===== config.mk =====
export PLATFORM = sky130hd
export DESIGN_NAME = muldiv_ctrl_flat
export DESIGN_NICKNAME = d
export VERILOG_FILES = /design/src/rtl/muldiv_pkg.sv /design/src/rtl/muldiv_if.sv /design/src/rtl/muldiv_step.sv /design/src/rtl/muldiv_ctrl.sv /design/src/flat_wrapper.sv
export SDC_FILE = /design/constraint.sdc
export NUM_CORES = 1
export LEC_CHECK = 0
export ABC_CLOCK_PERIOD_IN_PS = 3200
export BUFFER_PORTS_ARGS = -buffer_cell sky130_fd_sc_hd__buf_2
export CAP_MARGIN = 40
export CORE_ASPECT_RATIO = 1.1
export CORE_UTILIZATION = 55
export CTS_CLUSTER_DIAMETER = 100
export DETAILED_ROUTE_END_ITERATION = 7
export GPL_TIMING_DRIVEN = 0
export PLACE_DENSITY = 0.8
export SLEW_MARGIN = 20
export SYNTH_ARGS = -nofsm -noshare
export SYNTH_HDL_FRONTEND = slang
export SYNTH_SLANG_ARGS = --single-unit

===== constraint.sdc =====
create_clock -name clk -period 3.2 [get_ports clk]
set_clock_uncertainty 0.2 [all_clocks]
set_input_delay 0.32 -clock clk [delete_from_list [all_inputs] [get_ports clk]]
set_output_delay 0.32 -clock clk [all_outputs]
set_load 0.02 [all_outputs]

===== src/rtl/muldiv_pkg.sv =====
// Shared types and constants for the MIPS multiply/divide controller.
package muldiv_pkg;

    typedef enum logic [1:0] {
        OP_MULT  = 2'b00,
        OP_MULTU = 2'b01,
        OP_DIV   = 2'b10,
        OP_DIVU  = 2'b11
    } op_e;

    typedef enum logic [1:0] {
        IDLE,
        MUL,
        DIV,
        FIXUP
    } state_e;

    localparam int          MULDIV_ITERS = 32;
    localparam logic [31:0] DIV0_LO      = 32'hFFFF_FFFF;

    function automatic logic is_div_op(op_e op);
        return op[1];
    endfunction

    function automatic logic is_signed_op(op_e op);
        return !op[0];
    endfunction

endpackage


===== src/rtl/muldiv_if.sv =====
// Issue/write/result bundle between the execute stage (master) and muldiv_ctrl (slave).
interface muldiv_if import muldiv_pkg::*; #(
    parameter int WIDTH = 32
) ();

    logic             start;
    op_e              op;
    logic [WIDTH-1:0] rs_data;
    logic [WIDTH-1:0] rt_data;
    logic             mthi;
    logic             mtlo;
    logic [WIDTH-1:0] wdata;
    logic             busy;
    logic             done;
    logic [WIDTH-1:0] hi;
    logic [WIDTH-1:0] lo;

    modport master (
        output start, op, rs_data, rt_data, mthi, mtlo, wdata,
        input  busy, done, hi, lo
    );

    modport slave (
        input  start, op, rs_data, rt_data, mthi, mtlo, wdata,
        output busy, done, hi, lo
    );

endinterface


===== src/rtl/muldiv_step.sv =====
// One iteration on the 64-bit accumulator: shift-add multiply or restoring divide.
module muldiv_step #(
    parameter int WIDTH = 32
) (
    input  logic               is_div,
    input  logic [2*WIDTH-1:0] acc,
    input  logic [WIDTH-1:0]   operand,
    output logic [2*WIDTH-1:0] acc_next
);

    logic [WIDTH:0]   mul_sum;
    logic [WIDTH:0]   rem_sh;
    logic [WIDTH-1:0] rem_diff;

    // NOTE: every output of a combinational block gets a default first, so no path can infer a latch.
    always_comb begin
        acc_next = acc;
        mul_sum  = {1'b0, acc[2*WIDTH-1:WIDTH]} + {1'b0, operand};
        rem_sh   = acc[2*WIDTH-1:WIDTH-1];
        rem_diff = rem_sh[WIDTH-1:0] - operand;
        if (is_div) begin
            // Remainder shifted left one bit; subtract the divisor only if it fits.
            if (rem_sh >= {1'b0, operand})
                acc_next = {rem_diff, acc[WIDTH-2:0], 1'b1};
            else
                acc_next = {acc[2*WIDTH-2:0], 1'b0};
        end else if (acc[0]) begin
            acc_next = {mul_sum, acc[WIDTH-1:1]};
        end else begin
            acc_next = {1'b0, acc[2*WIDTH-1:1]};
        end
    end

endmodule


===== src/rtl/muldiv_ctrl.sv =====
// Multi-cycle MIPS mul/div controller owning HI/LO.
// Optional MULDIV_FAST_MULT_EN: single-cycle combinational MULT/MULTU.
module muldiv_ctrl import muldiv_pkg::*; #(
    parameter int WIDTH = 32
) (
    input  logic     clk,
    input  logic     reset,
    muldiv_if.slave  bus
);

    localparam int CW = 6;

    state_e             state;
    logic [CW-1:0]      count;
    logic [2*WIDTH-1:0] acc;
    logic [2*WIDTH-1:0] acc_next;
    logic [WIDTH-1:0]   operand;
    logic               is_div;
    logic               neg_lo;
    logic               neg_hi;
    logic               div0;
    logic               busy_r;
    logic               done_r;
    logic [WIDTH-1:0]   hi_r;
    logic [WIDTH-1:0]   lo_r;

    logic               sgn;
    logic               rs_neg;
    logic               rt_neg;
    logic [WIDTH-1:0]   rs_mag;
    logic [WIDTH-1:0]   rt_mag;
    logic [2*WIDTH-1:0] prod_fix;
    logic [WIDTH-1:0]   quo_fix;
    logic [WIDTH-1:0]   rem_fix;

    always_comb begin
        sgn      = is_signed_op(bus.op);
        rs_neg   = sgn && bus.rs_data[WIDTH-1];
        rt_neg   = sgn && bus.rt_data[WIDTH-1];
        rs_mag   = rs_neg ? -bus.rs_data : bus.rs_data;
        rt_mag   = rt_neg ? -bus.rt_data : bus.rt_data;
        prod_fix = neg_lo ? -acc : acc;
        quo_fix  = neg_lo ? -acc[WIDTH-1:0] : acc[WIDTH-1:0];
        rem_fix  = neg_hi ? -acc[2*WIDTH-1:WIDTH] : acc[2*WIDTH-1:WIDTH];
    end

`ifdef MULDIV_FAST_MULT_EN
    logic [2*WIDTH-1:0] ext_rs;
    logic [2*WIDTH-1:0] ext_rt;
    logic [2*WIDTH-1:0] fast_prod;

    // The low 2*WIDTH bits of an extended product are the same for signed and unsigned.
    always_comb begin
        ext_rs    = {{WIDTH{rs_neg}}, bus.rs_data};
        ext_rt    = {{WIDTH{rt_neg}}, bus.rt_data};
        fast_prod = ext_rs * ext_rt;
    end
`endif

    muldiv_step #(.WIDTH(WIDTH)) u_step (
        .is_div   (is_div),
        .acc      (acc),
        .operand  (operand),
        .acc_next (acc_next)
    );

    // NOTE: all state below is registered with non-blocking assignments so every read sees the pre-edge value.
    always_ff @(posedge clk) begin
        if (reset) begin
            state   <= IDLE;
            count   <= '0;
            acc     <= '0;
            operand <= '0;
            is_div  <= 1'b0;
            neg_lo  <= 1'b0;
            neg_hi  <= 1'b0;
            div0    <= 1'b0;
            busy_r  <= 1'b0;
            done_r  <= 1'b0;
            hi_r    <= '0;
            lo_r    <= '0;
        end else begin
            done_r <= 1'b0;
            unique case (state)
                IDLE: begin
                    if (bus.start) begin
                        is_div <= is_div_op(bus.op);
                        neg_lo <= rs_neg ^ rt_neg;
                        neg_hi <= rs_neg;
                        count  <= '0;
                        div0   <= 1'b0;
                        if (is_div_op(bus.op)) begin
                            busy_r  <= 1'b1;
                            operand <= rt_mag;
                            if (bus.rt_data == '0) begin
                                // Divide by zero skips iteration and commits the fixed pattern.
                                div0  <= 1'b1;
                                acc   <= {bus.rs_data, DIV0_LO};
                                state <= FIXUP;
                            end else begin
                                acc   <= {{WIDTH{1'b0}}, rs_mag};
                                state <= DIV;
                            end
                        end else begin
`ifdef MULDIV_FAST_MULT_EN
                            {hi_r, lo_r} <= fast_prod;
                            done_r       <= 1'b1;
`else
                            busy_r  <= 1'b1;
                            operand <= rs_mag;
                            acc     <= {{WIDTH{1'b0}}, rt_mag};
                            state   <= MUL;
`endif
                        end
                    end else begin
                        if (bus.mthi) hi_r <= bus.wdata;
                        if (bus.mtlo) lo_r <= bus.wdata;
                    end
                end
                MUL, DIV: begin
                    acc   <= acc_next;
                    count <= count + 1'b1;
                    if (count == CW'(MULDIV_ITERS - 1))
                        state <= FIXUP;
                end
                FIXUP: begin
                    if (div0) begin
                        {hi_r, lo_r} <= acc;
                    end else if (is_div) begin
                        hi_r <= rem_fix;
                        lo_r <= quo_fix;
                    end else begin
                        {hi_r, lo_r} <= prod_fix;
                    end
                    busy_r <= 1'b0;
                    done_r <= 1'b1;
                    state  <= IDLE;
                end
                default: state <= IDLE;
            endcase
        end
    end

    assign bus.busy = busy_r;
    assign bus.done = done_r;
    assign bus.hi   = hi_r;
    assign bus.lo   = lo_r;

endmodule


===== src/flat_wrapper.sv =====
// flat-port wrapper written by rule: the top's interface ports become plain ports
module muldiv_ctrl_flat import muldiv_pkg::*;
#(
    parameter int WIDTH = 32
)
  (clk, reset, bus_start, bus_op, bus_rs_data, bus_rt_data, bus_mthi, bus_mtlo, bus_wdata, bus_busy, bus_done, bus_hi, bus_lo);
  muldiv_if #(.WIDTH(WIDTH)) bus_i ();
  input  logic clk;
  input  logic reset;
  input wire logic [$bits(bus_i.start)-1:0] bus_start;
  input wire logic [$bits(bus_i.op)-1:0] bus_op;
  input wire logic [$bits(bus_i.rs_data)-1:0] bus_rs_data;
  input wire logic [$bits(bus_i.rt_data)-1:0] bus_rt_data;
  input wire logic [$bits(bus_i.mthi)-1:0] bus_mthi;
  input wire logic [$bits(bus_i.mtlo)-1:0] bus_mtlo;
  input wire logic [$bits(bus_i.wdata)-1:0] bus_wdata;
  output wire logic [$bits(bus_i.busy)-1:0] bus_busy;
  output wire logic [$bits(bus_i.done)-1:0] bus_done;
  output wire logic [$bits(bus_i.hi)-1:0] bus_hi;
  output wire logic [$bits(bus_i.lo)-1:0] bus_lo;
  assign bus_i.start = bus_start;
  assign bus_i.op = bus_op;
  assign bus_i.rs_data = bus_rs_data;
  assign bus_i.rt_data = bus_rt_data;
  assign bus_i.mthi = bus_mthi;
  assign bus_i.mtlo = bus_mtlo;
  assign bus_i.wdata = bus_wdata;
  assign bus_busy = bus_i.busy;
  assign bus_done = bus_i.done;
  assign bus_hi = bus_i.hi;
  assign bus_lo = bus_i.lo;
  muldiv_ctrl #(.WIDTH(WIDTH)) u_core (.clk(clk), .reset(reset), .bus(bus_i));
endmodule

== Yosys cells after proc, flatten, opt, wreduce, memory -nomap -nowiden ==
Cells that the tools add are included.

* Input bits: 103
* Bits in writable memories: 0
* Latch bits: 0
* Bits in read-only memories: 0
* Memories kept: 0
* Logic and storage cells: 80
* Output and inout port bits: 66
* Bits in registers: 174

* Shift-type cells: 0
* Divide/modulo/power cells: 0
* $add $sub $neg: 8
* Equal/unequal tests: 9
* Multipliers: 0
* Magnitude comparators: 1
* Bitwise logic cells: 1
* Reductions and logical operators: 14
* Mux-type cells: 35

{| class="wikitable"
|+ Operator list
! cell !! count
|-
| two-way mux 64 bit || 7
|-
| two-way mux 32 bit || 13
|-
| negation 32 bit || 4
|-
| one-hot mux 32 bit (2 select lines) || 2
|-
| one-hot mux 64 bit (2 select lines) || 1
|-
| negation 64 bit || 1
|-
| adder 32 x 32 -> 33 bit || 1
|-
| greater-or-equal comparator 33 x 32 -> 1 bit || 1
|-
| logical NOT 32 bit || 1
|-
| subtractor 32 bit || 1
|-
| one-hot mux 6 bit (2 select lines) || 1
|-
| != test 2 bit (second input constant) || 4
|-
| AND reduction 2 bit || 4
|-
| adder 6 x 1 -> 6 bit (second input constant) || 1
|-
| equality test 6 x 5 -> 1 bit (second input constant) || 1
|-
| two-way mux 2 bit || 3
|-
| two-way mux 6 bit || 1
|-
| one-hot mux 2 bit (3 select lines) || 1
|-
| AND reduction 3 bit || 2
|-
| two-way mux 1 bit || 5
|-
| equality test 2 bit (second input constant) || 2
|-
| nonzero test 2 bit || 2
|-
| equality test 2 x 1 -> 1 bit (second input constant) || 1
|-
| logical AND 1 bit || 2
|-
| 6 further kinds || 6
|}

== Longest topological paths before layout ==
Gate-level depths: netlist (run 1).

* Depth in word-level cells: 7
* Gate-level depth with buffers: 14
* Mapped depth without buffers: 13

== Cells and area by module ==
A second synthesis (run 1) with hierarchy kept.

* Cell total of the unflattened synthesis: 2,184
* Area total of the unflattened synthesis: 15,921.5 um^2

{| class="wikitable"
|+ Modules (own cells, without submodules)
! module !! sequential area each (um^2) !! times used !! cells an instance !! area each (um^2)
|-
| muldiv_ctrl || 3,483.3 || 1 || 1,451 || 10,911.7
|-
| muldiv_step || 0.0 || 1 || 733 || 5,009.8
|}

== Worst setup path after synthesis (run 1) ==
No wires, ideal clock.

* Path type: reg-to-reg
* From: register u_core.acc[46]
* To: register u_core.acc[45]
* Setup slack: -0.207 ns
* Library setup time: 0.133 ns
* Path buffers: 3
* Data arrival time: 3.074 ns
* Period minus slack after synthesis: 3.407 ns
* Stages on the path, launching flop included: 13
* Data required time: 2.867 ns
* Cells stage by stage: dfxtp_1 > ha_1 > clkbuf_1 > a21oi_1 > nand2_1 > o311a_1 > or3_1 > a41oi_1 > buf_2 > buf_2 > o21ai_0 > a221oi_1 > nor4_1

* Cells in the longest elaborated chain, start to end: 4
* Elaborated cells between the ends (all ways): 6
* Those cells by class: 1 x add/sub; 1 x order compare; 4 x mux

{| class="wikitable"
|+ RTL lines
! item !! line !! RTL
|-
| start: declaration || muldiv_ctrl.sv:15 || <nowiki>logic [2*WIDTH-1:0] acc;</nowiki>
|-
| start signal: assignment || muldiv_ctrl.sv:98 || <nowiki>acc <= {bus.rs_data, DIV0_LO};</nowiki>
|-
| start signal: assignment || muldiv_ctrl.sv:101 || <nowiki>acc <= {{WIDTH{1'b0}}, rs_mag};</nowiki>
|-
| start signal: assignment || muldiv_ctrl.sv:111 || <nowiki>acc <= {{WIDTH{1'b0}}, rt_mag};</nowiki>
|-
| adder 32 x 32 -> 33 bit or greater-or-equal comparator 33 x 32 -> 1 bit (tied branches) || muldiv_step.sv:18, muldiv_step.sv:23 ||
|-
| two-way mux 64 bit, on equally long branches || muldiv_step.sv:27, muldiv_step.sv:23 ||
|-
| two-way mux 64 bit * || muldiv_step.sv:21 || <nowiki>if (is_div) begin</nowiki>
|-
| one-hot mux 64 bit (2 select lines) * || muldiv_ctrl.sv:84 || <nowiki>unique case (state)</nowiki>
|}

Mark *: on every way between the ends. The rest lies on a longest branch, timed or not.
A chain may end at the register's enable or synchronous reset.

== Worst setup path in the final report (run 1) ==
* From: register u_core.operand[4]
* To: register u_core.acc[35]

* Cells in the longest elaborated chain, start to end: 4
* Elaborated cells between the ends (all ways): 6
* Those cells by class: 1 x add/sub; 1 x order compare; 4 x mux

{| class="wikitable"
|+ RTL lines
! item !! line !! RTL
|-
| start: declaration || muldiv_ctrl.sv:17 || <nowiki>logic [WIDTH-1:0] operand;</nowiki>
|-
| start signal: assignment || muldiv_ctrl.sv:94 || <nowiki>operand <= rt_mag;</nowiki>
|-
| start signal: assignment || muldiv_ctrl.sv:110 || <nowiki>operand <= rs_mag;</nowiki>
|-
| adder 32 x 32 -> 33 bit or greater-or-equal comparator 33 x 32 -> 1 bit (tied branches) || muldiv_step.sv:18, muldiv_step.sv:23 ||
|-
| two-way mux 64 bit, on equally long branches || muldiv_step.sv:27, muldiv_step.sv:23 ||
|-
| two-way mux 64 bit * || muldiv_step.sv:21 ||
|-
| one-hot mux 64 bit (2 select lines) * || muldiv_ctrl.sv:84 ||
|}

Marks and branches as above.

==> metrics.cfg, run 1 <==
[run_status]
outcome=finished, violations left
violations=DRC, setup timing

[global_routing]
antenna_found_initial=1
grt_start_max_net_pins=19
grt_usage_pct=51.3
grt_pass1_wl_um=110000
grt_overflow=0
grt_pass1_vias=17900

[pwr]
p_switching_mw=13.2
p_int_mw=10.9
clkPwrFrac_pct=9.3
p_seq_share_pct=16.6
vdd_drop_max_mv=1.11
powerDensity_nw_per_um2=1230
combPwrFrac_pct=74.2
switching_share_pct=54.6
p_leak_nw=7.78

[detailed_routing]
via_per_inst=7.07
drt_wl_total_um=77500
ant_nets=0
met1_length_um=27000
route.top_layer_used=met5
wl_per_cell_um=27.4
via_count=20000
wl_met3_um=9770
firstDrtPassIters=8
drt_iter0_markers=3058
wl_met2_um=32600
drcViolationCount=1

[placed_design]
hpwl_um=57500
numPortBuffers=165
place_inst=2727
globalplace.congestion=1.09

[worst_setup_path]
cp-end-kind=flip-flop
cp.arrival_ns=3.56
cp-start-kind=flip-flop
worstPathRequired_ns=3.31
critical_path_class=flip-flop to flip-flop
path_max_fanout=6

[timing]
fin_crit_sh_pct=108
rsz0062_at_grt=yes
fin_ws_ns=-0.248
worst_slew_pin_slew_ns=1.06
drv_slew=0
max_freq_mhz=290
slew_headroom_pct=29.1
period_needed_ns=3.45
setup_viol=34
final_hold_viol_count=0

[final_layout]
area_delta_synth_final_pct=25.3
final_cells=2825
nets=2624
regArea_um2=3590
layout_commonest_cell=nor2_1
fillCellCount=2348
drive_gt1_share_pct=22.8
multi_input_area_um2=12300
mostFrequentLayoutCells=nor2_1 (259), a21oi_1 (250), nand2_1 (203), buf_2 (171), dfxtp_1 (131)
utilization_pct=70.0

[floorplanning]
placementRows=64
dieArea_um2=29000
fp.dieH_um=179
boundaryPins=169
die_w_um=162
start_util_pct=55.9
fp.coreArea_um2=27900

[synth]
syn_area_um2=15600
syn_avg_cell_area_um2=7.09
netlist_instances=2197
ys_warn_count=0
synth-edff-count=0
synth_top_area_cell=dfxtp_1
ys_seq_area_share_pct=22.4
ys_top_cells_by_area=dfxtp_1 (22%), a21oi_1 (8.4%), nor2_1 (6.5%), ha_1 (5.7%), xnor2_1 (5.4%)
synth_nets=2373
ys_async_sr_fraction_pct=0
yosys_register_bits=174
ys_dominant_reg_cell=dfxtp_1
synth_top_area_share_pct=22.4
ys_types=77

[clock_network]
clk_latency_ns=0.46
clkSinkCount=174
cts_tree=done
clock_path_buffers=2
htreeDepth=4
cts-root-buf=clkbuf_16
clk_pin_slew_ns=0.08
cts_made_buffers=17

[flow_run]
cap_viol_max_count=0

[min_path]
hold_class=input pin to flip-flop

## through the flow
step | setup WS (ns) | TNS, ns | hold slack (ns) | total power, mW | cell area (µm²)
floorplan | -0.0746 | -0.0746 | 0.249 | 12.6 | 15600
global placement | -1.05 | -66.32 | 0.229 | 16.8 | 16900
detailed placement | -1.05 | -68.49 | 0.237 | 17.0 | 16900
CTS | -0.216 | -1.45 | 0.0197 | 21.6 | 18700
global route | -0.305 | -4.39 | 0.0798 | 24.8 | 19500
finish | -0.248 | -3.07 | 0.0349 | 24.1 | 19500
## state kept, by name (all words and copies together), names as in the netlist
| register | cells |
|---|---|
| u_core.bus.lo | 32 |
| u_core.bus.busy | 1 |
| u_core.operand | 32 |
| u_core.acc | 64 |
| u_core.bus.done | 1 |
| u_core.div0 | 1 |
| u_core.is_div | 1 |
| u_core.count | 6 |
| u_core.bus.hi | 32 |
| u_core.neg_lo | 1 |
| u_core.state | 2 |
| u_core.neg_hi | 1 |
## power groups by stage
stage                     logic, mW  registers (mW)  clock network, mW
after floorplan                9.10            3.46                  0
after global placement         13.0            3.77                  0
after detailed placement       13.2            3.78                  0
after CTS                      15.6            3.74               2.19
after global routing           18.6            3.97               2.28
final                          17.9            3.99               2.23
## worst max-delay path: stages, from the launching register on
cell	delay (ns)
dfxtp_4	0.39
inv_4	0.04
ha_4	0.23
a21o_1	0.21
or3_4	0.38
o211a_1	0.24
or3_4	0.37
a41oi_4	0.22
buf_6	0.19
buf_4	0.12
mux2i_1	0.18
a21oi_1	0.10
a211oi_2	0.36
nor3_1	0.08
## cell families after synthesis
| kind of cell | Yosys count | synth area share (%) |
|---|---|---|
| flops | 174 | 22.4 |
| mux | 66 | 4.44 |
| buf+inv | 231 | 5.80 |
| simple gates | 743 | 22.0 |
| fa+ha+maj | 73 | 5.96 |
| compound gates | 748 | 30.4 |
| xor+xnor | 162 | 9.11 |
## synth_stat cells (all sizes together), types with 6 or more instances
| cell type | instances |
|---|---|
| clkbuf | 139 |
| a311oi | 18 |
| a21o | 35 |
| and2 | 8 |
| o41ai | 13 |
| nor4 | 16 |
| nand3 | 41 |
| dfxtp | 174 |
| and3 | 9 |
| a22oi | 13 |
| nor3 | 67 |
| a31oi | 21 |
| a221oi | 15 |
| inv | 66 |
| o211ai | 42 |
| and4 | 6 |
| or4 | 17 |
| mux2 | 25 |
| a21oi | 263 |
| nand2b | 16 |
| a21boi | 7 |
| o21a | 10 |
| xnor2 | 96 |
| o21bai | 8 |
| ha | 71 |
| o21ai | 134 |
| a2111oi | 6 |
| o31ai | 28 |
| or3 | 32 |
| nand4 | 21 |
| xor2 | 66 |
| buf | 24 |
| nor2 | 268 |
| mux2i | 41 |
| a211oi | 74 |
| nand2 | 211 |
| a211o | 9 |
| o22ai | 14 |
| nor2b | 10 |
## final timing paths
| check | from | to | slack (ns) | cells after the start |
|---|---|---|---|---|
| max | u_core.operand[4] | u_core.acc[35] | -0.25 | 13 |
| min | bus_rs_data[7] | u_core.acc[39] | 0.03 | 3 |
| max reg2reg | u_core.operand[4] | u_core.acc[35] | -0.25 | 13 |
| min reg2reg | u_core.bus.hi[31] | u_core.bus.hi[31] | 0.25 | 1 |
## area by class of cell
type / count / share of cell area [%]
Buffer: 142 / 3.41
Timing Repair Buffer: 253 / 8.20
Clock inverter: 14 / 0.878
Sequential cell: 174 / 18.4
Antenna cell: 1 / 0.0128
Inverter: 68 / 1.38
Tap cell: 363 / 2.33
Multi-Input combinational cell: 1792 / 63.1
Clock buffer: 18 / 2.25
## metal layers
layer,up-vias,GRT usage [%]
li1,8547,-
met5,-,0
met3,511,12.8
met2,1675,78.0
met1,9232,59.5
met4,2,46.5
## timing repair
item,in CTS,in global routing
gates resized for setup,222,162
hold buffers,2,0
endpoints found under the setup margin,104,99
buffers inserted,51,31
endpoints found under the hold margin,2,0
cloned,2,0
pin swaps,51,67
Power figures use the tool's default switching activity.
==> run 2: changes to the inputs <==
--- a/config.mk
+++ b/config.mk
@@ -12,9 +12,8 @@
 export CORE_UTILIZATION = 55
 export CTS_CLUSTER_DIAMETER = 100
 export DETAILED_ROUTE_END_ITERATION = 7
-export GPL_TIMING_DRIVEN = 0
 export PLACE_DENSITY = 0.8
-export SLEW_MARGIN = 20
+export REMOVE_ABC_BUFFERS = 1
 export SYNTH_ARGS = -nofsm -noshare
 export SYNTH_HDL_FRONTEND = slang
 export SYNTH_SLANG_ARGS = --single-unit
==> run 2 against run 1 <==
Effect of this change: the run ends with setup timing left; die area unchanged; critical endpoint is now u_core.acc[54]; count of clock-buffer cells in the layout stayed put; cell count is 4.8% higher; core utilization increased by 3.5 points; via count shrank 1.4%; routed wire length down 12%; first-iteration DRC count decreased by 16%; global-route usage fell by 6.1 points; combinational power up 4%; largest cell class unchanged.
==> metrics.cfg, run 2 (synthesis gave the netlist of run 1 again) <==
[clock_network]
clkSinkCount=174
clk_pin_slew_ns=0.08
cts_made_buffers=17
cts_tree=done
htreeDepth=4
clock_path_buffers=2
cts-root-buf=clkbuf_16
clk_latency_ns=0.46

[detailed_routing]
via_count=19700
wl_per_cell_um=22.9
drcViolationCount=0
firstDrtPassIters=8
drt_iter0_markers=2581
via_per_inst=6.65
ant_nets=0
drt_wl_total_um=67900

[floorplanning]
placementRows=64
die_w_um=162
dieArea_um2=29000
start_util_pct=55.9
fp.coreArea_um2=27900
fp.dieH_um=179
boundaryPins=169

[timing]
rsz0062_at_grt=yes
slew_headroom_pct=42.3
max_freq_mhz=310
final_hold_viol_count=0
holdWs_ns=0.0264
worst_slew_pin_slew_ns=0.862
fin_ws_ns=-0.0297
fin_crit_sh_pct=101
period_needed_ns=3.23
drv_slew=0
setup_viol=4

[global_routing]
top_usage_layer=met2
grt_overflow=0
met2_usage_pct=73.7
grt_pass1_vias=18200
antenna_found_initial=0
gr-usage-met3_pct=9.46
grt_start_max_net_pins=100
grt_usage_pct=45.3
grt_util_met1_pct=55.1
grt_pass1_wl_um=101000

[pwr]
combPwrFrac_pct=76.7
p_int_mw=11.9
p_seq_share_pct=14.1
vdd_drop_max_mv=1.25
clkPwrFrac_pct=9.3
switching_share_pct=50.9
power_mw=24.2
p_leak_nw=8.75
powerDensity_nw_per_um2=1180
p_switching_mw=12.3

[worst_setup_path]
slowest_delay_ns=0.38
rr_endpoint=u_core.acc[54]
path_cells=ha_4 > a21o_1 > or3_4 > o211a_1 > or3_4 > a41oi_4 > buf_6 > buf_12 > buf_12 > buf_6 > o2111ai_2 > a211oi_2
cp-start-kind=flip-flop
r2r.worst_path.cells=12
critical_path_class=flip-flop to flip-flop
worstPathRequired_ns=3.37
critPathTopFamily=compound AO/OA/AOI/OAI gates
crit_buf_inv=4
cp-end-kind=flip-flop
slowest_stage=or3_4
rr_startpoint=u_core.acc[35]
path_max_fanout=7
r2r_slack_ns=-0.03
cp.arrival_ns=3.40

[min_path]
hold_class=input pin to flip-flop
hold_end=u_core.bus.hi[20]
hold_path_depth=3
worstHoldStart=bus_wdata[20]

[final_layout]
mostFrequentLayoutCells=buf_4 (344), nor2_1 (265), a21oi_1 (251), nand2_1 (208), buf_2 (167)
layout_commonest_cell=buf_4
area_delta_synth_final_pct=31.5
largest_register_ffs=64
largest-register=u_core.acc
nets=2761
drive_gt1_share_pct=27.9

[flow_run]
cap_viol_max_count=0

[placed_design]
hpwl_um=50400
globalplace.congestion=1.06
numPortBuffers=168

[run_status]
outcome=finished, violations left
violations=setup timing

[run 2: changes by cell type in the layout (fill, tap and decap cells not counted), moves of 10 or more]
cell / previous run / this run
buf_4: 70 / 344
buf_6: 18 / 8
clkbuf_1: 101 / 1
clkbuf_2: 17 / 0
dfxtp_1: 131 / 158
dfxtp_4: 23 / 1
o21ai_0: 104 / 116
o22ai_1: 4 / 14
o22ai_2: 10 / 0
[run 2: timing repair]
action | in CTS | in global routing
gates cloned | 0 | 1
resized for setup | 87 | 83
hold endpoints to repair | 2 | 0
hold buffers | 2 | 0
endpoints found under the setup margin | 38 | 59
pin swaps | 27 | 41
setup buffers | 11 | 8
[run 2: routing by layer]
| metal | wire [µm] | vias to the layer above |
|---|---|---|
| met3 | 7590 | 374 |
| met4 | 4440 | 0 |
| met2 | 30300 | 1466 |
| met1 | 25600 | 9056 |
| met5 | 0 | - |
| li1 | - | 8791 |
[run 2: final cells by class]
class,instances,area (µm²)
multi-input combinational,1792,11900
fill,2146,7370
timing repair buffer,532,3760
sequential,174,3510
tap,363,454
clock buffer,18,429
inverter,68,255
clock inverter,14,175
antenna,1,2.50
[run 2: metrics by stage]
stage | std cells | util [%] | setup WS [ns] | area (µm²) | setup TNS [ns]
6_report | 2962 | 73.5 | -0.0297 | 20500 | -0.0596
5_1_grt | 2961 | 73.5 | -0.131 | 20500 | -1.21
4_1_cts | 2952 | 71.9 | -0.00293 | 20000 | -0.00363
3_5_place_dp | 2908 | 68.1 | -0.635 | 19000 | -14.60
3_3_place_gp | 2907 | 68.0 | -0.633 | 18900 | -12.59
2_1_floorplan | 2034 | - | -2.30 | 14900 | -200.67
[run 2: worst max path at each step]
| stage | start | to | slack (ns) | cells after the start |
|---|---|---|---|---|
| 2_1_floorplan | u_core.state[0] | u_core.acc[57] | -2.30 | 9 |
| 3_3_place_gp | bus_rt_data[0] | u_core.acc[31] | -0.63 | 12 |
| 3_5_place_dp | bus_rt_data[0] | u_core.acc[31] | -0.64 | 12 |
| 4_1_cts | u_core.operand[0] | u_core.acc[60] | -0.003 | 14 |
| 5_1_grt | u_core.operand[8] | u_core.acc[40] | -0.13 | 15 |
| 6_report | u_core.acc[35] | u_core.acc[54] | -0.03 | 12 |
[run 2: worst register-to-register path, stage by stage (launching register included)]
cell       delay (ns)
dfxtp_4          0.37
ha_4             0.24
a21o_1           0.19
or3_4            0.34
o211a_1          0.27
or3_4            0.38
a41oi_4          0.18
buf_6            0.17
buf_12           0.14
buf_12           0.14
buf_6            0.13
o2111ai_2        0.15
a211oi_2         0.24
[run 2: power by group through the flow]
| stage | Combinational [mW] | Clock, mW | Sequential [mW] |
|---|---|---|---|
| floorplan | 8.65 | 0 | 3.66 |
| global placement | 15.4 | 0 | 3.32 |
| detailed placement | 15.8 | 0 | 3.35 |
| CTS | 16.9 | 2.21 | 3.34 |
| global route | 19.6 | 2.30 | 3.45 |
| finish | 18.6 | 2.24 | 3.41 |
